--- src/rtl/inst_fetch_unit_pkg.sv ---
// Shared definitions for the instruction-fetch stage.
//   fetch_state_e : FETCH (normal fetching) / STOPPED (end-of-program reached)
//   IFU_RESET_PC  : PC loaded at reset
//   IFU_STOP_INST : instruction word marking end of program
//   IFU_NOP_INST  : word driven on the IF/ID interface when nothing valid is presented
package inst_fetch_unit_pkg;

    typedef enum logic {
        FETCH   = 1'b0,
        STOPPED = 1'b1
    } fetch_state_e;

    localparam logic [31:0] IFU_RESET_PC  = 32'h0000_0000;
    localparam logic [31:0] IFU_STOP_INST = 32'h0000_0000;
    localparam logic [31:0] IFU_NOP_INST  = 32'h0000_0013;

endpackage

--- src/rtl/inst_fetch_unit_hold_buf.sv ---
// fetch_hold_buf: single-entry skid register for the fetch stage. It catches
// the memory response that arrives while downstream is stalled, because the
// synchronous memory only presents read data for one cycle.
//   clk, rstn   : clock, asynchronous active-low reset
//   load_i      : capture inst_i/pc_i and mark the entry valid
//   clear_i     : drop the entry (wins over load_i)
//   inst_i/pc_i : response word and its PC
//   valid_o, inst_o, pc_o : current entry
module fetch_hold_buf (
    input  logic        clk,
    input  logic        rstn,
    input  logic        load_i,
    input  logic        clear_i,
    input  logic [31:0] inst_i,
    input  logic [31:0] pc_i,
    output logic        valid_o,
    output logic [31:0] inst_o,
    output logic [31:0] pc_o
);

    logic        valid_q;
    logic [31:0] inst_q;
    logic [31:0] pc_q;

    // NOTE: sequential state uses non-blocking assignments so every register
    // samples the pre-edge values regardless of statement order.
    always_ff @(posedge clk or negedge rstn) begin
        if (!rstn) begin
            valid_q <= 1'b0;
            inst_q  <= 32'h0;
            pc_q    <= 32'h0;
        end else if (clear_i) begin
            valid_q <= 1'b0;
        end else if (load_i) begin
            valid_q <= 1'b1;
            inst_q  <= inst_i;
            pc_q    <= pc_i;
        end
    end

    assign valid_o = valid_q;
    assign inst_o  = inst_q;
    assign pc_o    = pc_q;

endmodule

--- src/rtl/inst_fetch_unit.sv ---
// inst_fetch_unit: instruction-fetch stage, producer side of the IF/ID register.
// Generates the PC, drives a 1-cycle-latency instruction memory and presents
// each fetched instruction with its PC. Honours stall (back-pressure), flush
// (redirect) and halts on the end-of-program word until flushed or reset.
//   clk, rstn        : clock, asynchronous active-low reset
//   stall_in         : downstream cannot accept this cycle
//   flush_in         : redirect to flush_pc_in
//   flush_pc_in      : redirect target (word aligned)
//   imem_ren_out     : memory read enable
//   imem_addr_out    : memory byte address
//   imem_rdata_in    : read data, valid the cycle after a read
//   inst_IF_out      : presented instruction (NOP when not valid)
//   pc_IF_out        : PC of the presented instruction
//   valid_IF_out     : inst_IF_out is a real instruction
//   stop_out         : end of program reached
module inst_fetch_unit
    import inst_fetch_unit_pkg::*;
#(
    parameter logic [31:0] RESET_PC  = IFU_RESET_PC,
    parameter logic [31:0] STOP_INST = IFU_STOP_INST,
    parameter logic [31:0] NOP_INST  = IFU_NOP_INST
) (
    input  logic        clk,
    input  logic        rstn,
    input  logic        stall_in,
    input  logic        flush_in,
    input  logic [31:0] flush_pc_in,
    output logic        imem_ren_out,
    output logic [31:0] imem_addr_out,
    input  logic [31:0] imem_rdata_in,
    output logic [31:0] inst_IF_out,
    output logic [31:0] pc_IF_out,
    output logic        valid_IF_out,
    output logic        stop_out
);

    fetch_state_e state_q, state_d;

    logic [31:0] pc_q, pc_d;
    logic [31:0] resp_pc_q, resp_pc_d;
    logic        resp_valid_q, resp_valid_d;

    logic        hold_valid;
    logic [31:0] hold_inst;
    logic [31:0] hold_pc;
    logic        hold_load;
    logic        hold_clear;

    logic        deliver;
    logic        stop_hit;

    // ---------------------------------------------------------------
    // Presentation: the skid entry is older than the live memory
    // response, so it has priority. The two are never valid together.
    // ---------------------------------------------------------------
    always_comb begin
        // NOTE: every combinational output gets a default first so no path
        // leaves it unassigned and a latch is never inferred.
        valid_IF_out = (hold_valid | resp_valid_q) & (state_q == FETCH);
        inst_IF_out  = NOP_INST;
        pc_IF_out    = hold_valid ? hold_pc : resp_pc_q;
        if (valid_IF_out) begin
            inst_IF_out = hold_valid ? hold_inst : imem_rdata_in;
        end
    end

    assign deliver  = valid_IF_out & ~stall_in & ~flush_in;
    assign stop_hit = deliver & (inst_IF_out == STOP_INST);

    // ---------------------------------------------------------------
    // FSM: state register / next state / outputs
    // ---------------------------------------------------------------
    always_ff @(posedge clk or negedge rstn) begin
        if (!rstn) begin
            state_q <= FETCH;
        end else begin
            state_q <= state_d;
        end
    end

    always_comb begin
        state_d = state_q;
        if (flush_in) begin
            state_d = FETCH;
        end else if (stop_hit) begin
            state_d = STOPPED;
        end
    end

    // rstn gates the read enable so the memory sees no request during reset.
    always_comb begin
        imem_ren_out = rstn & (state_q == FETCH) & ~stall_in & ~flush_in & ~stop_hit;
        stop_out     = stop_hit | (state_q == STOPPED);
    end

    assign imem_addr_out = pc_q;

    // ---------------------------------------------------------------
    // PC and in-flight response tracking
    // ---------------------------------------------------------------
    always_comb begin
        pc_d         = pc_q;
        resp_pc_d    = resp_pc_q;
        resp_valid_d = imem_ren_out;
        if (flush_in) begin
            pc_d = flush_pc_in;
        end else if (imem_ren_out) begin
            pc_d      = pc_q + 32'd4;
            resp_pc_d = pc_q;
        end
    end

    always_ff @(posedge clk or negedge rstn) begin
        if (!rstn) begin
            pc_q         <= RESET_PC;
            resp_pc_q    <= 32'h0;
            resp_valid_q <= 1'b0;
        end else begin
            pc_q         <= pc_d;
            resp_pc_q    <= resp_pc_d;
            resp_valid_q <= resp_valid_d;
        end
    end

    // The response lasts one cycle on the memory bus; park it if downstream
    // stalls. It leaves the skid on delivery, or is dropped by a flush.
    assign hold_load  = stall_in & resp_valid_q & ~hold_valid & ~flush_in;
    assign hold_clear = flush_in | (deliver & hold_valid);

    fetch_hold_buf u_hold (
        .clk     (clk),
        .rstn    (rstn),
        .load_i  (hold_load),
        .clear_i (hold_clear),
        .inst_i  (imem_rdata_in),
        .pc_i    (resp_pc_q),
        .valid_o (hold_valid),
        .inst_o  (hold_inst),
        .pc_o    (hold_pc)
    );

endmodule

--- config.mk ---
export PLATFORM = sky130hd
export DESIGN_NAME = inst_fetch_unit
export DESIGN_NICKNAME = d
export VERILOG_FILES = /design/src/rtl/inst_fetch_unit_pkg.sv /design/src/rtl/inst_fetch_unit_hold_buf.sv /design/src/rtl/inst_fetch_unit.sv
export SDC_FILE = /design/constraint.sdc
export NUM_CORES = 1
export LEC_CHECK = 0
export CAP_MARGIN = 20
export CORE_MARGIN = 5
export CORE_UTILIZATION = 55
export DETAILED_ROUTE_END_ITERATION = 6
export DONT_BUFFER_PORTS = 1
export PLACE_DENSITY = 0.73
export SYNTH_ARGS = -nofsm -noshare
export SYNTH_HDL_FRONTEND = slang
export SYNTH_SLANG_ARGS = --single-unit
--- constraint.sdc ---
create_clock -name clk -period 8.9 [get_ports clk]
set_input_delay 2.225 -clock clk [delete_from_list [all_inputs] [get_ports clk]]
set_output_delay 2.225 -clock clk [all_outputs]
set_load 0.05 [all_outputs]
==> impl_summary.txt, run 1 <==
----------------------------------------------------
[Synth]
  Number of register bits inferred by synthesis ... ~130
  Area share of the largest cell type after synthesis ... 0.4789
  Cell area after technology mapping ... about 6800 sq um
  Library cell with the highest instance count after synthesis ... dfrtp_1
  Post-synthesis area per instance ... 11.74 sq um
  Number of flops mapped to enable cells by yosys ... 0
  Synthesized netlist net count ... 652
  Flip-flop cell with the highest count after synthesis ... dfrtp_1
  Proportion of register bits with asynchronous set or reset after synthesis ... 1.000
  Count of yosys warnings during synthesis ... 0
  Number of distinct library cells after synthesis ... 49
  Number of instances in the synthesized netlist ... approximately 600
  Dominant cells by area after synthesis ... dfrtp_1 (48%), mux2_2 (17%), mux2_4 (6.4%)
  Post-synthesis sequential area ratio ... 0.4789
  Yosys top cell by area ... dfrtp_1
  List of most frequent post-synthesis cells ... dfrtp_1 (131), mux2_2 (105), nand2_1 (42)

[STA]
  Final setup violation count ... 0
  Maximum frequency from static timing analysis ... about 0.14 GHz
  Final setup slack of the worst path ... 1628 ps
  Period Utilization, post-route ... 0.8170
  Final slew viol count ... 0
  Setup TNS ... 0 ps
  RSZ-0062 raised after global routing ... no
  Final number of hold-violating endpoints ... 0
  Worst setup skew after layout ... ~7.7 ps
  Worst slew margin relative to its limit ... 0.2734
  Transition time of the tightest slew-check pin ... 1083 ps
  Final Critical Period ... around 7300 ps

[Hold path]
  Hold path cells ... 1
  Sink of the worst hold path ... u_hold.pc_o[29]$_DFFE_PN0P_
  Path class of the lowest-slack min-delay path ... register to register
  Hold path start ... u_hold.pc_o[29]$_DFFE_PN0P_

[Die]
  Effective utilization at floorplan ... 0.5652
  Number of cell rows ... 40
  Height of the chip ... 121.6 um
  Chip Width ... between 100 and 150 um
  Number of primary I/O pins ... between 150 and 200
  Die Outline Area ... between 10,000 and 15,000 sq um
  Floorplan core area ... 12,110 sq um

[Setup path]
  CP most frequent cell ... or4_1
  CP max stage delay ... roughly 1000 ps
  Worst setup path category ... primary input to output pin
  Sort of element at the end of the critical path ... output pin
  Data arrival time of the worst path ... between 5000 and 6000 ps
  Startpoint type of the worst setup path ... primary input
  Chain of cells forming the critical path ... nor3b_1 > o2111ai_1 > or4_1 > or4_1 > o21ai_1
  Worst reg2reg startpoint ... u_hold.valid_o$_DFFE_PN0P_
  Logic depth of the worst register-to-register path ... 9
  Register-to-Register Setup Slack ... around 4200 ps
  Required time at the worst-slack endpoint ... between 6000 and 7000 ps
  Terminus of the critical flop-to-flop path ... resp_pc_q[24]$_DFFE_PN0P_
  Number of buffer and inverter stages on the critical path ... 0
  Crit path max-delay cell type ... o21ai_1
  Kind of cell with the highest combined delay on the critical path ... simple AND/OR/NAND/NOR gates
  Maximum fanout along the worst path ... 28

[GRT]
  Maximum number of pins on one net before global-route repair ... ~130
  Global-route wire length before repair ... about 25 mm
  Initial antenna violation count ... 2
  All-Layer GR Usage ... 0.2188
  Number of global-route vias before repair ... 4,843
  Remaining global-route overflow ... 0

[Clock tree]
  Number of buffers inserted during clock tree synthesis ... 17
  CTS tree ... yes
  Post_cts resized ... 0
  CTS hold repair buffers ... 0
  Number of H-tree levels ... 4
  Clock-pin slew reported for the worst setup and hold paths after clock tree synthesis ... ~60 ps
  Clock insertion delay at the later pin of the skew report ... roughly 410 ps
  Number of setup buffers added after CTS ... 0
  CTS max path bufs ... 2
  Clock Root Buffer ... clkbuf_16
  Clk sinks ... 131

[Placed design]
  RD Place Congestion ... 0.8665
  Number of port buffers ... 0
  DPL Wire Length ... approximately 11 mm
  Post-Place Worst Slack ... between 1500 and 2000 ps

[Power]
  Pwr per Cell Area ... 255.7 nW/um^2
  Leakage Power ... 0.003104 uW
  Worst VDD drop ... 0.1423 mV
  Pwr Total ... 1894 uW

[Detailed routing]
  Routed wire length ... between 15 and 20 mm
  Wirelength per Cell ... 21.28 um
  Antenna-violating nets left ... 0
  Post-DR vias/cell ... ~6
  Final routed DRC violation total ... 0
  Count of TritonRoute iterations in the first routing pass ... 4
  Initial detailed-routing violation count ... 242
  Detailed-route via count ... around 4.6k

[Cells and area]
  Layout net count ... 639
  Ratio of cells with drive above 1 in the final layout ... 0.3110
  Number of inserted filler cells in the final layout ... roughly 1,000
  Post-synthesis to final-layout area growth ... 8.207%

[Run]
  Max capacitance violation total ... 0

[Run status]
  Outcome ... complete, no violations

----------------------------------------------------
==> sequential cells by signal, summed over array words and instances, names as in the netlist <==
register and count:
imem_addr_out 32, resp_pc_q 32, resp_valid_q 1, state_q 1
u_hold.inst_o 32, u_hold.pc_o 32, u_hold.valid_o 1
==> cells in the final DEF (no fill, tap or decap), types with 6 or more instances in the layout <==
master	instances
mux2i_1	9
mux2_4	29
and3_1	7
dfrtp_1	130
nand3b_1	12
o21ai_0	31
clkinv_2	6
clkbuf_16	17
nor2_1	26
mux2_2	105
a32o_1	7
buf_4	10
nand3_1	15
a21oi_1	13
nand2_1	42
inv_1	7
nor3_1	10
xor2_1	20
o21ai_1	7
nor2b_1	6
o2111ai_1	10
==> cell families (layout without fill, tap and decap cells) <==
group | after synthesis | count (layout) | share of synthesized area
multiplexers | 143 | 143 | 0.2495
adder cells (fa/ha/maj) | 1 | 1 | 0.001828
AND/OR/NAND/NOR | 145 | 145 | 0.1104
other | 0 | 2 | 0
buffers and inverters | 49 | 48 | 0.04149
XOR/XNOR | 24 | 24 | 0.03071
flip-flops | 131 | 131 | 0.4789
AO/OA/AOI/OAI | 90 | 90 | 0.08719
==> how the worst max path moves through the flow <==
stage	startpoint	end	slack (ps)	cells after the start
after floorplan	imem_rdata_in[4]	stop_out	1780	7
after global placement	imem_rdata_in[4]	stop_out	1710	5
after detailed placement	imem_rdata_in[4]	stop_out	1630	5
after CTS	imem_rdata_in[4]	stop_out	1620	5
after global routing	imem_rdata_in[4]	stop_out	1450	5
final	imem_rdata_in[4]	stop_out	1630	5
==> routing by layer <==
| metal | wire length [um] | global-route usage | vias up |
|---|---|---|---|
| li1 | - | - | 2092 |
| met1 | 6620 | 0.2592 | 2305 |
| met2 | 7773 | 0.3558 | 150 |
| met3 | 1285 | 0.08403 | 31 |
| met4 | 323 | 0.09524 | 0 |
| met5 | 0 | 0 | - |
==> final cells by class <==
type / instances / area [sq um] / area share
Sequential cell: 131 / 3279 / 0.4427
Clock buffer: 21 / 460.4 / 0.06216
Inverter: 7 / 26.28 / 0.003547
Clock inverter: 10 / 61.31 / 0.008277
Tap cell: 168 / 210.2 / 0.02838
Timing Repair Buffer: 10 / 75.07 / 0.01014
Multi-Input combinational cell: 403 / 3289 / 0.4441
Antenna cell: 2 / 5.005 / 0.0006757
==> power breakdown <==
group	internal (uW)	switching, uW
Sequential	730	150
Clock	365	246
Combinational	165	238
==> metrics by stage <==
step	cells	hold slack [ps]	utilization	instance area, sq um
2_1_floorplan	583	475.0	-	6845
3_3_place_gp	719	483.1	0.5681	6880
3_5_place_dp	719	489.7	0.5681	6880
4_1_cts	750	504.0	0.6112	7402
5_1_grt	752	512.2	0.6116	7407
6_report	752	504.2	0.6116	7407
No activity file was read; power rests on OpenSTA's default activity.
==> run 2, diff against run 1 <==
Settings changed: PLACE_DENSITY 0.73 to 0.76.
Clock period 8.9 ns to 6.4 ns, I/O delays scaled along.
==> run 2 against run 1 <==
Register-to-register slack got worse by 1800 ps. Sequential share of layout area fell by 0.92 points. Total power rose by 49%. Highest routed layer unchanged. Sequential cell count did not move. Global-route usage fell by 0.089 points. Clock skew rose by 2.2 ps. Die area did not move. First-iteration DRC count rose by 65%. Non-clock buffer count rose by 6. Final cell count rose by 0.93%. Sequential power rose by 39%. Via count fell by 0.22%.
==> impl_summary.txt, run 2 (synthesized netlist as in run 1, its figures left out) <==
----------------------------------------------------
[Die]
  Chip Width ... 121.6 um (unchanged)
  Effective utilization at floorplan ... 0.5652 (unchanged)
  Height of the chip ... 121.6 um (unchanged)
  Floorplan core area ... 12,110 sq um (unchanged)
  Number of cell rows ... 40 (unchanged)
  Die Outline Area ... 14,780 sq um (unchanged)
  Number of primary I/O pins ... 167 (unchanged)

[Detailed routing]
  Final routed DRC violation total ... 0 (unchanged)
  Routed wire length ... 16.17 mm (+1.0%)
  Post-DR vias/cell ... 6.018 (-1.1%)
  Count of TritonRoute iterations in the first routing pass ... 4 (unchanged)
  Wirelength per Cell ... 21.31 um (+0.12%)
  Initial detailed-routing violation count ... 399 (+65%)
  Detailed-route via count ... 4,568 (-0.22%)
  Antenna-violating nets left ... 0 (unchanged)

[Power]
  Leakage Power ... 0.003194 uW (+2.9%)
  Worst VDD drop ... 0.2401 mV (+69%)
  Pwr per Cell Area ... 373.4 nW/um^2 (+46%)

[STA]
  Transition time of the tightest slew-check pin ... 1078 ps (-4.292 ps)
  Final slew viol count ... 0 (unchanged)
  Period Utilization, post-route ... 0.8799
  Worst slew margin relative to its limit ... 0.2834 (+0.009951)
  Final setup violation count ... 0 (unchanged)
  Worst setup skew after layout ... 9.811 ps (+2.161 ps)
  Final number of hold-violating endpoints ... 0 (unchanged)
  Maximum frequency from static timing analysis ... ~0.18 GHz
  RSZ-0062 raised after global routing ... no
  Final Critical Period ... about 5600 ps
  Tightest hold margin ... 499.0 ps (-5.231 ps)
  Final setup slack of the worst path ... 768.6 ps (-859.7 ps)
  Setup TNS ... 0 ps (unchanged)

[Cells and area]
  Area of all sequential standard cells ... 3282 sq um (about the same)
  Multi-input gate area in the final layout ... 3289 sq um (unchanged)
  Ratio of cells with drive above 1 in the final layout ... 0.3209 (+0.009886)
  Commonest cells after routing, fill and taps aside ... dfrtp_1 (130), mux2_2 (105), nand2_1 (42)
  Number of inserted filler cells in the final layout ... 964 (-3.4%)
  Layout net count ... 645 (+0.94%)
  Post-synthesis to final-layout area growth ... 10.58%
  Most common cell after layout, fill and taps aside ... dfrtp_1

[Clock tree]
  CTS max path bufs ... 2 (unchanged)
  Number of buffers inserted during clock tree synthesis ... 17 (unchanged)
  Post_cts resized ... 0 (unchanged)
  Clk sinks ... 131 (unchanged)
  Number of setup buffers added after CTS ... 0 (unchanged)
  Clock-pin slew reported for the worst setup and hold paths after clock tree synthesis ... 50 ps (about the same)
  CTS hold repair buffers ... 0 (unchanged)
  Clock Root Buffer ... clkbuf_16
  Clock insertion delay at the later pin of the skew report ... 420 ps (about the same)
  CTS tree ... yes
  Number of H-tree levels ... 4 (unchanged)

[Setup path]
  Data arrival time of the worst path ... 4030 ps (-1020 ps)
  Terminus of the critical flop-to-flop path ... resp_pc_q[17]$_DFFE_PN0P_
  Sort of element at the end of the critical path ... output pin
  Register-to-Register Setup Slack ... 2330 ps (-1840 ps)
  Chain of cells forming the critical path ... nor2b_1 > a22oi_1 > nor2_1 > or4_1 > buf_4 > o21ai_4 > or2_2 > inv_1
  CP max stage delay ... 780 ps (-240 ps)
  Maximum fanout along the worst path ... 50 (+79%)
  Logic depth of the worst register-to-register path ... 9 (unchanged)
  Worst setup path category ... register to output pin
  Startpoint type of the worst setup path ... register
  Required time at the worst-slack endpoint ... 4800 ps (-1880 ps)
  Crit path max-delay cell type ... nor2_1
  Worst reg2reg startpoint ... u_hold.valid_o$_DFFE_PN0P_

[GRT]
  Global-route wire length before repair ... 25.00 mm (-0.88%)
  All-Layer GR Usage ... 0.2179 (-0.0008940)
  Number of global-route vias before repair ... 4,713 (-2.7%)
  Maximum number of pins on one net before global-route repair ... 134 (unchanged)
  Remaining global-route overflow ... 0 (unchanged)
  Initial antenna violation count ... 2 (unchanged)

[Placed design]
  Number of port buffers ... 0 (unchanged)
  RD Place Congestion ... 0.8292 (-4.3%)
  Post-Place Worst Slack ... 1040 ps (-589.4 ps)
  DPL Wire Length ... 10.78 mm (-1.6%)

[Run status]
  Outcome ... complete, no violations

[Hold path]
  Path class of the lowest-slack min-delay path ... register to register
  Sink of the worst hold path ... u_hold.pc_o[6]$_DFFE_PN0P_
  Hold path cells ... 1 (unchanged)
  Hold path start ... u_hold.pc_o[6]$_DFFE_PN0P_

[Run]
  Max capacitance violation total ... 0 (unchanged)

----------------------------------------------------
run 2: cell types whose count changed in the layout (fill, tap and decap cells not counted):
| cell | change |
|---|---|
| dfrtp_4 | +1 |
| buf_4 | +6 |
| clkinv_2 | -1 |
| bufinv_16 | +4 |
| dfrtp_2 | -1 |
| clkinvlp_4 | -2 |
| clkinv_4 | -1 |
| clkbuf_8 | +2 |
| clkbuf_1 | -1 |
run 2: worst max-delay path, delay by kind of cell, from the launching register on:
| family | cells | cell delay (ps) |
|---|---|---|
| buffers and inverters | 2 | 690 |
| AOI/OAI and AO/OA | 2 | 250 |
| DFF | 1 | 680 |
| and+or+nand+nor | 4 | 1980 |
run 2: how the worst max path moves through the flow:
stage                               start           end  slack, ps  cells after the start
4_1_cts        u_hold.valid_o$_DFFE_PN0P_  imem_ren_out        750                      8
3_3_place_gp             imem_rdata_in[4]  imem_ren_out       1070                      8
2_1_floorplan            imem_rdata_in[4]      stop_out        530                      7
3_5_place_dp            imem_rdata_in[15]  imem_ren_out       1040                      7
5_1_grt        u_hold.valid_o$_DFFE_PN0P_  imem_ren_out        600                      8
6_report       u_hold.valid_o$_DFFE_PN0P_  imem_ren_out        770                      8
run 2: where the power goes:
group,switching [uW],internal [uW]
clock network,350,690
registers,208,1010
logic,334,231
total,892,1940
run 2: final cells by class:
cell class / count / area share
Clock buffer: 22 / 0.06397
Tap cell: 168 / 0.02777
Timing Repair Buffer: 16 / 0.01587
Clock inverter: 10 / 0.02017
Multi-Input combinational cell: 403 / 0.4345
Antenna cell: 2 / 0.0006612
Sequential cell: 131 / 0.4336
Inverter: 7 / 0.003471
run 2: metrics by stage:
stage	util	total power (uW)	cells	cell area, sq um
CTS	0.6246	2847	757	7565
floorplan	-	1716	583	6845
global placement	0.5720	1771	725	6928
detailed placement	0.5720	1801	725	6928
global route	0.6250	2933	759	7570
finish	0.6250	2827	759	7570
run 2: layer usage:
layer | vias to the layer above | global-route usage | share of wire
met1 | 2284 | 0.2626 | 0.41
met3 | 19 | 0.08682 | 0.074
li1 | 2108 | - | -
met4 | 0 | 0.06162 | 0.013
met5 | - | 0 | 0
met2 | 157 | 0.3634 | 0.50
==> run 3, diff against run 2 <==
Settings changed: CORE_UTILIZATION 55 to 45, PLACE_DENSITY 0.76 to 0.65.
==> run 3 against run 2 <==
Critical endpoint unchanged. Total power rose by 1.8%. Final cell count rose by 2.6%. First-iteration DRC count decreased by 31%. Critical path type unchanged. Largest cell class unchanged. Combinational power decreased by 0.9%. Critical path depth is the same. Sequential power about the same. Non-clock buffer count is 1 higher. Largest power group unchanged. Fmax fell by 0.75%. Sequential cell count stayed put. Worst setup slack worse by 42 ps. Sequential share of layout area decreased by 0.34 points.
==> impl_summary.txt, run 3 (synthesized netlist as in run 1, its figures left out) <==
----------------------------------------------------
[Run status]
  Outcome ... complete, no violations

[Clock tree]
  Number of setup buffers added after CTS ... 0 (unchanged)
  Clock Root Buffer ... clkbuf_16
  Post_cts resized ... 0 (unchanged)
  Clock insertion delay at the later pin of the skew report ... 410 ps (about the same)
  CTS tree ... yes
  Number of buffers inserted during clock tree synthesis ... 17 (unchanged)
  CTS max path bufs ... 2 (unchanged)
  Clk sinks ... 131 (unchanged)
  CTS hold repair buffers ... 0 (unchanged)
  Number of H-tree levels ... 4 (unchanged)
  Clock-pin slew reported for the worst setup and hold paths after clock tree synthesis ... 50 ps (about the same)

[STA]
  Transition time of the tightest slew-check pin ... 1098 ps (+20.04 ps)
  Final number of hold-violating endpoints ... 0 (unchanged)
  Final setup violation count ... 0 (unchanged)
  Maximum frequency from static timing analysis ... 0.1762 GHz (-0.75%)
  Final Critical Period ... 5674 ps (+42.39 ps)
  Worst setup skew after layout ... 7.791 ps (-2.020 ps)
  Setup TNS ... 0 ps (unchanged)
  RSZ-0062 raised after global routing ... no
  Period Utilization, post-route ... 0.8865 (+0.006624)
  Final setup slack of the worst path ... 726.2 ps (-42.39 ps)
  Final slew viol count ... 0 (unchanged)
  Worst slew margin relative to its limit ... 0.2701 (-0.01332)

[Run]
  Max capacitance violation total ... 0 (unchanged)

[Hold path]
  Path class of the lowest-slack min-delay path ... register to register

[Setup path]
  Startpoint type of the worst setup path ... register
  Data arrival time of the worst path ... 4070 ps (+40 ps)
  Kind of cell with the highest combined delay on the critical path ... simple AND/OR/NAND/NOR gates
  CP max stage delay ... 760 ps (-20 ps)
  Chain of cells forming the critical path ... nor2b_1 > a22oi_1 > nor2_1 > or4_1 > buf_4 > o21ai_4 > or2_2 > inv_1
  Maximum fanout along the worst path ... 44 (-12%)
  Required time at the worst-slack endpoint ... 4800 ps (about the same)
  Crit path max-delay cell type ... nor2_1
  Worst setup path category ... register to output pin
  Sort of element at the end of the critical path ... output pin
  Number of buffer and inverter stages on the critical path ... 2 (unchanged)

[Detailed routing]
  Count of TritonRoute iterations in the first routing pass ... 4 (unchanged)
  Detailed-route via count ... 4,601 (+0.72%)
  Antenna-violating nets left ... 0 (unchanged)
  Initial detailed-routing violation count ... 274 (-31%)
  Final routed DRC violation total ... 0 (unchanged)
  Post-DR vias/cell ... 5.906 (-1.9%)
  Routed wire length ... 16.63 mm (+2.9%)
  Wirelength per Cell ... 21.35 um (+0.21%)

[Cells and area]
  Post-route core utilization ... 0.5075 (-0.1175)
  Post-synthesis to final-layout area growth ... 11.46%
  Number of inserted filler cells in the final layout ... 1,309 (+36%)
  Layout net count ... 646 (+0.16%)
  Ratio of cells with drive above 1 in the final layout ... 0.3186 (-0.002239)
  Most common cell after layout, fill and taps aside ... dfrtp_1
  Commonest cells after routing, fill and taps aside ... dfrtp_1 (130), mux2_2 (105), nand2_1 (42)

[GRT]
  All-Layer GR Usage ... 0.1924 (-0.02550)
  Most utilized layer in the global route result ... met2
  Number of global-route vias before repair ... 4,895 (+3.9%)
  Maximum number of pins on one net before global-route repair ... 134 (unchanged)
  Global-route wire length before repair ... 27.15 mm (+8.6%)
  Remaining global-route overflow ... 0 (unchanged)
  Met2 usage in global routing ... 0.3101 (-0.05328)
  Global-route met3 utilization ... 0.07628 (-0.01053)
  Met1 usage in global routing ... 0.2367 (-0.02590)
  Initial antenna violation count ... 3 (+1)

[Power]
  Pwr Total ... 2878 uW (+1.8%)
  Leakage Power ... 0.003208 uW (+0.44%)
  Worst VDD drop ... 0.2264 mV (-5.7%)
  Pwr per Cell Area ... 377.2 nW/um^2 (+1.0%)

[Die]
  Die Outline Area ... 17,780 sq um (+20%)
  Number of cell rows ... 45 (+13%)
  Chip Width ... 133.3 um (+9.7%)
  Number of primary I/O pins ... 167 (unchanged)
  Effective utilization at floorplan ... 0.4553 (-0.1098)
  Floorplan core area ... 15,030 sq um (+24%)
  Height of the chip ... 133.3 um (+9.7%)

[Placed design]
  RD Place Congestion ... 0.8239 (-0.64%)
  DPL Wire Length ... 11.45 mm (+6.3%)
  Number of port buffers ... 0 (unchanged)
  Post-Place Worst Slack ... 918.7 ps (-121.1 ps)

----------------------------------------------------
[run 3: changes by cell type in the layout (fill, tap and decap cells not counted)]
| cell | change |
|---|---|
| bufinv_16 | +2 |
| buf_4 | +1 |
| clkbuf_1 | +2 |
| clkinv_2 | -2 |
| diode_2 | -1 |
| clkbuf_8 | -2 |
[run 3: layout make-up]
type	instances	area (sq um)	area share
Multi-Input combinational cell	403	3289	0.4311
Sequential cell	131	3282	0.4301
Clock buffer	22	464.2	0.06084
Tap cell	188	235.2	0.03083
Clock inverter	10	202.7	0.02657
Timing Repair Buffer	17	127.6	0.01673
Inverter	7	26.28	0.003444
Antenna cell	1	2.502	0.0003280
[run 3: power breakdown]
part	total, uW	internal (uW)	leakage (uW)	switching, uW
Combinational	560	231	0.00128	330
Clock	1100	749	0.000324	349
Sequential	1220	1010	0.00161	206
Total	2880	1990	0.00321	884
[run 3: per-stage QoR]
step,hold slack (ps),cells,instance area [sq um]
after floorplan,475.0,583,6845
after global placement,483.5,746,6960
after detailed placement,489.9,746,6960
after CTS,503.4,778,7627
after global routing,510.2,779,7630
final,501.6,779,7630
[run 3: worst reg2reg max path: stages (launching register included)]
cell,delay [ps]
dfrtp_4,760
buf_4,510
nor2b_1,280
o2111ai_1,160
or4_1,580
or4_1,490
buf_4,270
o21ai_4,190
or2_2,140
buf_4,520
mux2_2,420
[run 3: worst paths after layout]
check                                                start                           end  slack [ps]  cells past startpoint
worst max-delay path            u_hold.valid_o$_DFFE_PN0P_                  imem_ren_out         730                      8
min in group asynchronous                             rstn  imem_addr_out[1]$_DFFE_PN0P_         880                      0
max in group asynchronous                             rstn     resp_pc_q[23]$_DFFE_PN0P_        5320                      0
worst min register to register  u_hold.pc_o[1]$_DFFE_PN0P_    u_hold.pc_o[1]$_DFFE_PN0P_         500                      1
worst min-delay path            u_hold.pc_o[1]$_DFFE_PN0P_    u_hold.pc_o[1]$_DFFE_PN0P_         500                      1
worst max register to register  u_hold.valid_o$_DFFE_PN0P_     resp_pc_q[23]$_DFFE_PN0P_        1960                     10
[run 3: per-layer routing]
layer / vias to the layer above / wire, um
li1: 2108 / -
met1: 2310 / 6965
met2: 154 / 7902
met3: 25 / 1435
met4: 4 / 300
met5: - / 27
